--- src/rtl/cdb_issue_scheduler.sv ---
// cdb_issue_scheduler: books the shared CDB ahead of issue so int/mult/div/ld results never collide.
// Define ISSUE_LRU_EN to alternate int/ld_buf under contention; otherwise int always wins.
module cdb_issue_scheduler #(
   parameter int MULT_LAT = 4,
   parameter int DIV_LAT  = 7
) (
   input  logic       clk,
   input  logic       reset,
   input  logic       ready_int,
   input  logic       ready_mult,
   input  logic       ready_div,
   input  logic       ready_ld_buf,
   output logic       issue_int,
   output logic       issue_mult,
   output logic       issue_div,
   output logic       issue_ld_buf,
   output logic       div_busy,
   output logic       cdb_valid,
   output logic [1:0] cdb_sel
);
   logic [DIV_LAT-1:0]      res_q, res_d;
   logic [DIV_LAT-1:0][1:0] own_q, own_d;
   logic [3:0]              div_cnt_q, div_cnt_d;
   logic                    el_int, el_mult, el_div, el_ld, pick_ld;

   assign div_busy  = div_cnt_q != 4'd0;
   assign cdb_valid = res_q[0];
   assign cdb_sel   = own_q[0];

   // a unit of latency L may issue only if slot L is free when its result would land
   assign el_int  = ready_int & ~res_q[1];
   assign el_ld   = ready_ld_buf & ~res_q[1];
   assign el_mult = ready_mult & ~res_q[MULT_LAT];
   assign el_div  = ready_div & ~div_busy;

`ifdef ISSUE_LRU_EN
   logic lru_q;
   assign pick_ld = el_ld & (~el_int | lru_q);
   always_ff @(posedge clk)
      lru_q <= reset ? 1'b0 : issue_int ? 1'b1 : issue_ld_buf ? 1'b0 : lru_q;
`else
   assign pick_ld = el_ld & ~el_int;
`endif

   assign issue_div    = ~reset & el_div;
   assign issue_mult   = ~reset & ~el_div & el_mult;
   assign issue_ld_buf = ~reset & ~el_div & ~el_mult & pick_ld;
   assign issue_int    = ~reset & ~el_div & ~el_mult & el_int & ~pick_ld;

   always_comb begin
      res_d = {1'b0, res_q[DIV_LAT-1:1]};
      own_d = {2'b00, own_q[DIV_LAT-1:1]};
      if (issue_int | issue_ld_buf) begin
         res_d[0] = 1'b1;
         own_d[0] = {2{issue_ld_buf}};
      end
      if (issue_mult) begin
         res_d[MULT_LAT-1] = 1'b1;
         own_d[MULT_LAT-1] = 2'b01;
      end
      if (issue_div) begin
         res_d[DIV_LAT-1] = 1'b1;
         own_d[DIV_LAT-1] = 2'b10;
      end
      div_cnt_d = issue_div ? 4'(DIV_LAT) : div_cnt_q - {3'b000, div_busy};
   end

   always_ff @(posedge clk) begin
      if (reset) begin
         res_q     <= '0;
         own_q     <= '0;
         div_cnt_q <= '0;
      end else begin
         res_q     <= res_d;
         own_q     <= own_d;
         div_cnt_q <= div_cnt_d;
      end
   end
endmodule

--- config.mk ---
export PLATFORM = sky130hd
export DESIGN_NAME = cdb_issue_scheduler
export DESIGN_NICKNAME = d
export VERILOG_FILES = /design/src/rtl/cdb_issue_scheduler.sv
export SDC_FILE = /design/constraint.sdc
export NUM_CORES = 1
export LEC_CHECK = 0
export CORE_MARGIN = 5
export CORE_UTILIZATION = 51
export CTS_CLUSTER_SIZE = 30
export DETAILED_ROUTE_END_ITERATION = 12
export PLACE_DENSITY = 0.79
export REMOVE_ABC_BUFFERS = 1
export SLEW_MARGIN = 25
export SYNTH_ARGS = -nofsm -noshare
export SYNTH_HDL_FRONTEND = slang
export SYNTH_SLANG_ARGS = --single-unit
--- constraint.sdc ---
create_clock -name clk -period 4.1 [get_ports clk]
set_input_delay 0.615 -clock clk [delete_from_list [all_inputs] [get_ports clk]]
set_output_delay 0.615 -clock clk [all_outputs]
set_load 0.01 [all_outputs]
==> results_dict.tcl <==
set metrics [dict create \
    cts_resized 0 \
    fin_worst_skew_ns 0.003376 \
    die_w_um 46.80 \
    synthFlopType "dfxtp_1" \
    clockBufferDepth 2 \
    placedCellCount 91 \
    rsz0062_at_grt "false" \
    crit_arrival_ns 2.32 \
    p_clk_frac 0.187 \
    place_congestion 0.7636 \
    vias 473 \
    fmax_mhz 340.4 \
    port_buffers 13 \
    avgSynthCellArea_sq_um 10.31 \
    seq_area_frac_synth 0.5507 \
    htree_levels 1 \
    grt_overflow_total 0 \
    fin_area_sq_um 839.6 \
    swShare 0.2995 \
    worstPathRequired_ns 3.48 \
    initial_core_util 0.5375 \
    nFillCells 111 \
    synth_top_area_frac 0.5507 \
    area_growth_pct 21.56 \
    place_ws_ns 1.211 \
    die_area_sq_mm 0.002190 \
    io_pins 14 \
    worst_pin_slew_ns 0.4946 \
    vdd_drop_max_v 0.0003567 \
    routed_wl_um 1166 \
    cts_setup_buffers 0 \
    grt_pass1_wl_um 1904 \
    finalNonFillerCells 95 \
    cts_tree "yes" \
    holdBufCountCts 0 \
    setup-violations-final 0 \
    grt_pass1_vias 437 \
    viasPerCell 4.979 \
    ys_types 23 \
    cpMaxStageDelayCell "or4_4" \
    grtUsageTotal 0.1309 \
    worst-path-max-fanout 9 \
    finalCritPeriodShare 0.7165 \
    grt_max_degree 13 \
    finalNetCount 89 \
    antenna_cells 0 \
    numCtsBuffers 3 \
    setup_ws_ns 1.162 \
    ys_seq_elements 19 \
    clk_pin_slew_ns 0.10 \
    path_cells "or4_4 > or2_0 > and3_2 > clkdlybuf4s50_1" \
    netlist_instances 67 \
    yosys.area.top_type "dfxtp_1" \
    core_area_sq_mm 0.001285 \
    start_kind "flop" \
    hpwl_um 835.6 \
    p_int_mw 0.3440 \
    clockRootBuffer "clkbuf_4" \
    hp-class "flop to flop" \
    p_comb_frac 0.344 \
    grt_antenna_before_repair 0 \
    die_height_um 46.80 \
    mostFrequentLayoutCell "dfxtp_1" \
    ys_warn_count 0 \
    fp-row-count 13 \
    async_reset_ff_frac 0 \
    wl_per_cell_um 12.27 \
    p_per_area_mw_per_mm2 585.0 \
    synth_edf_count 0 \
    clk-insertion-delay-late_ns 0.29 \
    finalHoldViolCount 0 \
    cts.sinks 19 \
    tns_ns 0 \
    cp-end-kind "primary output" \
    p_leak_nw 0.3300 \
    seqPwrFrac 0.468 \
    synth.area.top_cells "dfxtp_1, nor2b_1, ha_1, inv_1, a221oi_1" \
    status "complete, no violations" \
    layout_common_cells "dfxtp_1, clkdlybuf4s50_1, nor2b_1" \
    drc_errors 0 \
    slowest_delay_ns 0.56 \
    drv_slew 0 \
    place_area_sq_um 813.3 \
    drtIter0Drc 9 \
    antenna_left 0 \
    drt-pass1-iter-count 4 \
    p_total_mw 0.4911 \
    drive_above_1_share 0.08750 \
    maxCapViolations 0 \
    critical_path_class "flop to primary output" \
    relSlewSlack 0.6703 \
    netlist_area_sq_um 690.7 \
    p_switching_mw 0.1471 \
    period_needed_ns 2.938 \
]
==> area by class of cell <==
cell class              count  area, sq um  share of cell area
clock buffers               4        26.28             0.03130
inverters                   6        22.52             0.02683
multi-input cells          37        254.0              0.3025
flip-flops and latches     19        380.4              0.4531
well taps                  15        18.77             0.02235
repair buffers             14        137.6              0.1639
==> metrics by stage <==
stage               hold slack (ns)    util
finish                       0.4484  0.6534
global route                 0.4637  0.6534
CTS                          0.4550  0.6534
detailed placement           0.4278  0.6329
global placement             0.4186  0.6329
floorplan                    0.4138       -
==> worst paths after layout <==
check | cells past startpoint | start | slack, ns | endpoint
max | 4 | div_cnt_q[1] | 1.16 | issue_int
min | 1 | own_d[2] | 0.45 | own_q[2]
max reg2reg | 3 | div_cnt_q[1] | 2.35 | cdb_sel[1]
min reg2reg | 1 | own_d[2] | 0.45 | own_q[2]
==> per-layer routing <==
metal,part of all wire,global-route usage
met1,0.47,0.1624
met2,0.45,0.2005
met3,0.068,0.03448
met4,0.011,0.08287
met5,0,0
==> flip-flops by register name, indices dropped and copies added, names as in the netlist <==
register and cells:
own_q 2, res_q 7, div_cnt_q 4, cdb_sel 2, own_d 4
==> synth_stat cells, types with 2 or more instances <==
library cell  instances
dfxtp_1              19
nor2b_1              10
inv_1                 6
a21oi_1               3
nor2_1                3
nor3_1                3
a221oi_1              2
buf_4                 2
clkbuf_1              2
ha_1                  2
o211ai_1              2
xnor2_1               2
==> cell families (layout without fill, tap and decap cells) <==
family	count (synthesis)	in the layout	share of synthesized area
AND/OR/NAND/NOR	24	24	0.2120
flip-flops	19	19	0.5507
buffers and inverters	11	24	0.08152
AO/OA/AOI/OAI	9	9	0.09420
adder cells (fa/ha/maj)	2	2	0.03623
XOR/XNOR	2	2	0.02537
==> power by group through the flow <==
| stage | clock network, mW | registers, mW | logic, mW |
|---|---|---|---|
| finish | 0.0921 | 0.230 | 0.169 |
| detailed placement | 0 | 0.234 | 0.167 |
| floorplan | 0 | 0.233 | 0.110 |
| global route | 0.104 | 0.234 | 0.192 |
| global placement | 0 | 0.234 | 0.167 |
| CTS | 0.0946 | 0.230 | 0.172 |
==> worst max-delay path, delay by kind of cell, from the launching register on <==
family	cells	cell delay, ns
AND/OR/NAND/NOR	3	1.23
buffers and inverters	1	0.47
flip-flops	1	0.33
Note: power is estimated with default switching activity, not from simulation.
